### src/rtl/jac_status_pkg.sv
// Shared definitions for the status register: default width, flag positions,
// reset value and the stack-operation encoding used by the top level.
package jac_status_pkg;

    localparam int NUM_STATUS_BITS_DEF = 3;

    localparam int FLAG_ZERO  = 0;
    localparam int FLAG_CARRY = 1;
    localparam int FLAG_NEG   = 2;

    localparam logic [31:0] STATUS_RST = 32'd0;

    typedef enum logic [1:0] {
        OP_NONE = 2'd0,
        OP_PUSH = 2'd1,
        OP_POP  = 2'd2,
        OP_BOTH = 2'd3
    } stack_op_e;

endpackage

### src/rtl/status_lifo.sv
// Save stack for the status word. Callers pass only qualified push/pop
// requests; this block just stores, counts and reports occupancy.
module status_lifo #(
    parameter int Width  = 3,
    parameter int Depth  = 4,
    parameter int DepthW = $clog2(Depth + 1)
) (
    input  logic              clk,
    input  logic              res_n,
    input  logic              push_en,
    input  logic              pop_en,
    input  logic [Width-1:0]  wr_data,
    output logic [Width-1:0]  rd_data,
    output logic [DepthW-1:0] depth,
    output logic              full,
    output logic              empty
);

    logic [Width-1:0]  r_mem [Depth];
    logic [DepthW-1:0] r_depth;
    logic [Width-1:0]  w_top;

    // Entry storage and occupancy counter.
    always_ff @(posedge clk or negedge res_n) begin
        if (!res_n) begin
            r_depth <= {DepthW{1'b0}};
            for (int i = 0; i < Depth; i++) begin
                r_mem[i] <= {Width{1'b0}};
            end
        end else begin
            for (int i = 0; i < Depth; i++) begin
                if (push_en && (r_depth == DepthW'(i))) begin
                    r_mem[i] <= wr_data;
                end else begin
                    r_mem[i] <= r_mem[i];
                end
            end
            if (push_en) begin
                r_depth <= r_depth + DepthW'(1);
            end else if (pop_en) begin
                r_depth <= r_depth - DepthW'(1);
            end else begin
                r_depth <= r_depth;
            end
        end
    end

    // Top-of-stack select; zero when empty so no out-of-range index is formed.
    always_comb begin
        w_top = {Width{1'b0}};
        for (int i = 0; i < Depth; i++) begin
            if (r_depth == DepthW'(i + 1)) begin
                w_top = r_mem[i];
            end else begin
                w_top = w_top;
            end
        end
    end

    assign rd_data = w_top;
    assign depth   = r_depth;
    assign full    = (r_depth == DepthW'(Depth));
    assign empty   = (r_depth == {DepthW{1'b0}});

endmodule

### src/rtl/status_stack_reg.sv
// Processor status register with ALU/decoder masked writes, a LIFO save
// stack for interrupt/call context and sticky overflow/underflow flags.
module status_stack_reg
    import jac_status_pkg::*;
#(
    parameter int NumStatusBits = NUM_STATUS_BITS_DEF,
    parameter int StackDepth    = 4,
    parameter int DepthW        = $clog2(StackDepth + 1)
) (
    input  logic                     clk,
    input  logic                     res_n,
    input  logic                     alu_wr_en,
    input  logic [NumStatusBits-1:0] alu_status,
    input  logic [NumStatusBits-1:0] alu_mask,
    input  logic                     dec_wr_en,
    input  logic [NumStatusBits-1:0] dec_status,
    input  logic [NumStatusBits-1:0] dec_mask,
    input  logic                     push,
    input  logic                     pop,
    input  logic                     err_clr,
    output logic [NumStatusBits-1:0] status,
    output logic [DepthW-1:0]        depth,
    output logic                     stack_full,
    output logic                     stack_empty,
    output logic                     overflow_err,
    output logic                     underflow_err
);

    logic [NumStatusBits-1:0] r_status;
    logic                     r_ovf_err;
    logic                     r_unf_err;
    logic [NumStatusBits-1:0] w_top;
    logic [NumStatusBits-1:0] w_merged;
    logic                     w_full;
    logic                     w_empty;
    logic                     w_push_ok;
    logic                     w_pop_ok;
    logic                     w_ovf_evt;
    logic                     w_unf_evt;
    stack_op_e                w_op;

    // ALU has priority over the decoder on every bit both sources target.
    function automatic logic [NumStatusBits-1:0] merge_status(
        input logic [NumStatusBits-1:0] cur,
        input logic                     a_en,
        input logic [NumStatusBits-1:0] a_val,
        input logic [NumStatusBits-1:0] a_msk,
        input logic                     d_en,
        input logic [NumStatusBits-1:0] d_val,
        input logic [NumStatusBits-1:0] d_msk
    );
        logic [NumStatusBits-1:0] res;
        res = cur;
        for (int i = 0; i < NumStatusBits; i++) begin
            if (a_en && a_msk[i]) begin
                res[i] = a_val[i];
            end else if (d_en && d_msk[i]) begin
                res[i] = d_val[i];
            end else begin
                res[i] = cur[i];
            end
        end
        return res;
    endfunction

    // Decode the stack request; push and pop together cancel each other.
    always_comb begin
        w_op      = OP_NONE;
        w_push_ok = 1'b0;
        w_pop_ok  = 1'b0;
        w_ovf_evt = 1'b0;
        w_unf_evt = 1'b0;
        w_op      = stack_op_e'({pop, push});
        case (w_op)
            OP_PUSH: begin
                w_push_ok = !w_full;
                w_ovf_evt = w_full;
            end
            OP_POP: begin
                w_pop_ok  = !w_empty;
                w_unf_evt = w_empty;
            end
            OP_NONE: begin
                w_push_ok = 1'b0;
            end
            OP_BOTH: begin
                w_push_ok = 1'b0;
            end
            default: begin
                w_push_ok = 1'b0;
            end
        endcase
    end

    assign w_merged = merge_status(r_status, alu_wr_en, alu_status, alu_mask,
                                   dec_wr_en, dec_status, dec_mask);

    status_lifo #(
        .Width  (NumStatusBits),
        .Depth  (StackDepth),
        .DepthW (DepthW)
    ) u_lifo (
        .clk     (clk),
        .res_n   (res_n),
        .push_en (w_push_ok),
        .pop_en  (w_pop_ok),
        .wr_data (r_status),
        .rd_data (w_top),
        .depth   (depth),
        .full    (w_full),
        .empty   (w_empty)
    );

    // Status word and sticky error flags; a new error beats err_clr.
    always_ff @(posedge clk or negedge res_n) begin
        if (!res_n) begin
            r_status  <= STATUS_RST[NumStatusBits-1:0];
            r_ovf_err <= 1'b0;
            r_unf_err <= 1'b0;
        end else begin
            if (w_pop_ok) begin
                r_status <= w_top;
            end else begin
                r_status <= w_merged;
            end
            if (w_ovf_evt) begin
                r_ovf_err <= 1'b1;
            end else if (err_clr) begin
                r_ovf_err <= 1'b0;
            end else begin
                r_ovf_err <= r_ovf_err;
            end
            if (w_unf_evt) begin
                r_unf_err <= 1'b1;
            end else if (err_clr) begin
                r_unf_err <= 1'b0;
            end else begin
                r_unf_err <= r_unf_err;
            end
        end
    end

    assign status        = r_status;
    assign stack_full    = w_full;
    assign stack_empty   = w_empty;
    assign overflow_err  = r_ovf_err;
    assign underflow_err = r_unf_err;

endmodule

### config.mk
export PLATFORM = sky130hd
export DESIGN_NAME = status_stack_reg
export DESIGN_NICKNAME = d
export VERILOG_FILES = /design/src/rtl/jac_status_pkg.sv /design/src/rtl/status_lifo.sv /design/src/rtl/status_stack_reg.sv
export SDC_FILE = /design/constraint.sdc
export NUM_CORES = 1
export LEC_CHECK = 0
export ABC_AREA = 1
export ABC_CLOCK_PERIOD_IN_PS = 4150
export CORE_AREA = 2 2 55 57
export CTS_CLUSTER_SIZE = 25
export DETAILED_ROUTE_END_ITERATION = 10
export DIE_AREA = 0 0 57 59
export GPL_TIMING_DRIVEN = 0
export PLACE_DENSITY = 0.7
export SLEW_MARGIN = 20
export SYNTH_ARGS = -nofsm -noshare
export SYNTH_HDL_FRONTEND = slang
export SYNTH_HIERARCHICAL = 1
export SYNTH_SLANG_ARGS = --single-unit
### constraint.sdc
create_clock -name clk -period 4.15 [get_ports clk]
set_input_delay 0.6225 -clock clk [delete_from_list [all_inputs] [get_ports clk]]
set_output_delay 0.6225 -clock clk [all_outputs]
set_load 0.005 [all_outputs]
# Word level (Yosys, flattened, before mapping)
# Index checks and enable logic that the tools add are counted.
# Widths: inputs -> output; s select.
# word_totals
elab_cells	57
out_inout_bits	10
input_bits	19
regBits	20
# classes
muxes	20
eq_ne	6
n_reduce_logical	19
addsub	2
# ops
operator	n
$mux 3	7
$mux 1	13
$logic_and 1x1->1	10
$reduce_bool 3->1	3
$eq 3x2->1 const B	2
$reduce_bool 2->1	3
$add 3x1->3 const B	1
$eq 3x1->1 const B	1
$eq 3x3->1 const B	1
$logic_not 3->1	1
$sub 3x1->3 const B	1
$eq 2x1->1 const B	1
$eq 2x2->1 const B	1
$logic_not 1->1	2

# Logic depth before layout (Yosys ltp)
# logic_depth
ltp_word	6
ltp_mapped	10
depth_no_buf	10

# Modules after synthesis
# Netlist, hierarchy kept.
# by_module_without_submodules
mod	seq_area_each_um2	instances	area_each_um2	cells_each
status_lifo	375.4	1	815.8	103
status_stack_reg	125.1	1	329.1	53

# Least setup slack after synthesis
# OpenSTA, ideal clock, no wires.
# synth_path
path_type	reg-to-reg
from	register u_lifo.r_depth[0] (netlist: u_lifo/depth[0])
to	register u_lifo.r_depth[2] (netlist: u_lifo/depth[2])
required_ns	4.026
arrival_ns	1.751
setup_ns	0.124
path_slack_ns	2.275
path_buffers	0
synth_period_minus_slack_ns	1.875
stages_incl_launch_ff	9
path_cell_list	dfrtp_1 inv_1 ha_1 nand2_1 inv_2 nor3_1 nor2_1 a21oi_1 o21ai_1
# synth_via
elab_chain_cells	4
elab_cells_between_ends	11
classes_between	add/sub: 2; eq/ne: 1; mux: 4; reduce/logical: 4
# synth_lines
element	line_no	rtl
start, declared	status_lifo.sv:20	logic [DepthW-1:0] r_depth;
start signal, assigned	status_lifo.sv:26	r_depth <= {DepthW{1'b0}};
start signal, assigned	status_lifo.sv:39	r_depth <= r_depth + DepthW'(1);
start signal, assigned	status_lifo.sv:41	r_depth <= r_depth - DepthW'(1);
$eq 3x3->1 (*)	status_lifo.sv:62	assign full = (r_depth == DepthW'(Depth));
named net stack_full	status_stack_reg.sv:23	output logic stack_full,
$logic_not 1->1 (*)	status_stack_reg.sv:76	w_push_ok = !w_full;
$mux 1 (*)	status_stack_reg.sv:74	case (w_op)
named net w_push_ok	status_stack_reg.sv:36	logic w_push_ok;
$mux 3 or $reduce_bool 2->1 (tied branches)	n/a	
# The timed path passes the listed nets; every way through them passes the cells marked *. The select of a mux whose other input is x is not followed.
# A chain may end at the register's enable or synchronous reset.

# Final worst setup path
# layout_path
from	register u_lifo.r_depth[0] (netlist: u_lifo/depth[0])
to	output port stack_empty
# layout_via
elab_chain_cells	1
# layout_lines
element	line_no	rtl
$logic_not 3->1	status_lifo.sv:63	assign empty = (r_depth == {DepthW{1'b0}});
end, declared	status_stack_reg.sv:24	output logic stack_empty,
# No other way between the ends.

==> summary.md <==
| Metric | Value |
|---|---|
| Run status | `complete, no violations` |
| Die Y-Extent | `slightly below 60 um` |
| Layout Nets | `between 200 and 250` |
| Clock Latency Late Sink | `about 0.30 ns` |
| PwrDens | `578 nW/um^2` |
| # hold bufs at CTS | `0` |
| Worst hold path class | `flip-flop to flip-flop` |
| Clk buf depth | `2` |
| Share of cells above drive strength 1 | `0.0638` |
| Num Clock Sinks | `20` |
| CP startpoint | `u_lifo/depth[0]` |
| Synthesized instance count | `about 160` |
| Static Leakage | `roughly 0.75 nW` |
| Detailed placement HPWL | `around 2000 um` |
| Endpoints failing setup | `0` |
| Final ANT Viol Nets | `0` |
| CP endpoint kind | `primary output` |
| GR Overflow Total | `0` |
| Cell area after layout | `between 1500 and 2000 um^2` |
| Reg power frac | `0.396` |
| Cell Area, Placed | `about 1500 um^2` |
| Top layer in use | `met4` |
| Reg2Reg Capture Point | `u_lifo/r_mem[2]` |
| Avg Cell Area, Syn | `7.34 um^2` |
| WP data required | `3.53 ns` |
| GP Congestion | `roughly 0.84` |
| Met2 wire length | `1260 um` |
| H-tree depth | `1` |
| # resized after CTS | `0` |
| Fin Clk Skew | `between 0.002 and 0.0025 ns` |
| Number of remaining DRC errors | `0` |
| Reg-to-Reg Start | `u_lifo/depth[0]` |
| Crit Path Max Fanout | `4` |
| Sequential fraction of the synthesis area | `0.437` |
| Post-Route Setup TNS | `0 ns` |
| Total Wirelength | `approximately 2500 um` |
| Reg2reg setup slack | `between 1.5 and 2 ns` |
| Met1 wire length | `~1100 um` |
| Via-per-instance ratio | `4.82` |
| CP Class | `flip-flop to primary output` |
| Max cap viols | `0` |
| GRT Total Usage | `0.171` |
| # rows | `19` |
| Area of the core | `between 2000 and 3000 um^2` |
| Clock Power Share | `0.130` |
| Initial antenna violation count | `0` |
| Final worst slack | `1.68 ns` |
| Worst slew margin | `0.415` |
| RSZ-0062 raised after global routing | `false` |
| Hold Violations, Final | `0` |
| Num ports | `29` |
| Least-Margin Pin Slew | `0.875 ns` |
| Routed len/inst | `~11 um` |
| First-pass GRT wire length | `4390 um` |
| Worst vdd ir | `roughly 360 uV` |
| Crit share post-route | `0.594` |
| Logic pwr share | `0.474` |
| Die area | `between 3000 and 4000 um^2` |
| CTS tree | `done` |
| Worst Path Arrival | `between 1.5 and 2 ns` |
| Final Power | `between 800 and 900 uW` |
| Area grow syn2layout | `31.0%` |
| Die width | `~57 um` |
| First DRT Iteration DRCs | `17` |
| DR WL met3 | `around 140 um` |
| Achievable Freq | `~410 MHz` |
| Pre-CTS WS | `about 1.7 ns` |
| First-pass DRT Iterations | `5` |
| Final min period | `about 2.5 ns` |
| Psw | `about 350 uW` |
| Worst Setup Start Kind | `flip-flop` |
| Clock root cell | `clkbuf_4` |
| Largest net degree at the start of global routing | `21` |
| Int Pwr | `roughly 520 uW` |
| I/O Buffers | `28` |
| Reg2Reg Depth | `7` |
| Worst Setup EP | `stack_empty` |
| Sw frac | `0.398` |
| Yosys warnings | `6` |
| Hold_ws | `around 0.50 ns` |
| ANT cells | `0` |
| Num CTS Buffers | `3` |
| Clk slew on worst S/H paths | `0.11 ns` |
| Pins Over Slew Limit | `0` |
| Yosys cell types | `19` |
| Post-CTS Setup Inserts | `0` |
| Vias in the first global route | `about 1000` |
| Net Count, Synth | `181` |
| Initial core utilization | `0.422` |
| Vias | `about 1100` |
| Syn Std Cell Area | `between 1000 and 1500 um^2` |
| #FFs+latches synth | `20` |
-- how the worst min path moves through the flow --
stage / startpoint / endpoint / slack (ns) / depth (start not counted)
3_5_place_dp: u_lifo/r_mem[10] / u_lifo/r_mem[10] / 0.47 / 2
5_1_grt: u_lifo/r_mem[5] / u_lifo/r_mem[5] / 0.55 / 2
3_3_place_gp: u_lifo/r_mem[7] / u_lifo/r_mem[7] / 0.47 / 2
2_1_floorplan: res_n / overflow_err / 0.33 / 0
4_1_cts: u_lifo/r_mem[10] / u_lifo/r_mem[10] / 0.50 / 2
6_report: u_lifo/r_mem[10] / u_lifo/r_mem[10] / 0.50 / 2
-- state kept, by name, summed over array words and instances, names as in the netlist --
name	cells
overflow_err	1
status	3
u_lifo/depth	3
u_lifo/r_mem	12
underflow_err	1
-- power groups by stage --
stage,combinational [mW],sequential [mW],clock [mW]
after detailed placement,0.411,0.347,0
after global placement,0.399,0.342,0
final,0.411,0.343,0.112
after global routing,0.476,0.358,0.129
after floorplan,0.255,0.336,0
after CTS,0.414,0.344,0.118
-- area by class of cell --
type	instances	area, um^2
clock buffers	4	36.3
fillers	275	1210
inverters	25	95.1
multi-input cells	111	549
flip-flops and latches	20	500
well taps	31	38.8
repair buffers	28	280
-- logic make-up (layout without fill, tap and decap cells) --
group | Yosys count | after routing | share of synthesized area
flip-flops | 20 | 20 | 0.437
adder cells (fa/ha/maj) | 6 | 6 | 0.0656
AND/OR/NAND/NOR | 86 | 86 | 0.322
buffers and inverters | 25 | 57 | 0.0831
XOR/XNOR | 2 | 2 | 0.0153
AO/OA/AOI/OAI | 17 | 17 | 0.0765
-- worst max-delay path, stage by stage (launching register included) --
cell and delay (ns):
dfrtp_1 0.43, inv_1 0.16, ha_1 0.19, inv_1 0.05, nor2_2 0.18, clkdlybuf4s50_1 0.54
-- cells in the mapped netlist --
master / count / area (um^2)
nand2_1: 52 / 195
inv_1: 22 / 82.6
dfrtp_1: 20 / 500
nand3_1: 16 / 80.1
o21ai_0: 14 / 70.1
nor2_1: 12 / 45.0
ha_1: 6 / 75.1
inv_2: 2 / 7.51
nand3_2: 2 / 20.0
a21oi_1: 1 / 5.00
clkinv_2: 1 / 5.00
nand2_2: 1 / 6.26
nor2_2: 1 / 6.26
nor2_4: 1 / 11.3
nor3_1: 1 / 5.00
o211ai_1: 1 / 7.51
o21ai_1: 1 / 5.00
xnor2_1: 1 / 8.76
xor2_1: 1 / 8.76
-- per-stage QoR --
stage,util,std cells
after floorplan,-,156
after global placement,0.540,215
after detailed placement,0.540,215
after CTS,0.554,219
after global routing,0.554,219
final,0.554,219
-- metal layers --
metal | track usage | vias to the layer above
met1 | 0.205 | 469
met2 | 0.296 | 33
met5 | 0 | -
met4 | 0.0797 | 0
met3 | 0.0349 | 2
li1 | - | 551
-- cell usage in the layout (no fill, tap or decap) --
master           count
a21oi_1              1
clkbuf_4             3
clkbuf_8             1
clkdlybuf4s50_1     28
clkinv_2             1
dfrtp_1             20
ha_1                 6
inv_1               22
inv_2                2
nand2_1             52
nand2_2              1
nand3_1             16
nand3_2              2
nor2_1              12
nor2_2               1
nor2_4               1
nor3_1               1
o211ai_1             1
o21ai_0             14
o21ai_1              1
xnor2_1              1
xor2_1               1
(Power assumes the default switching activity.)
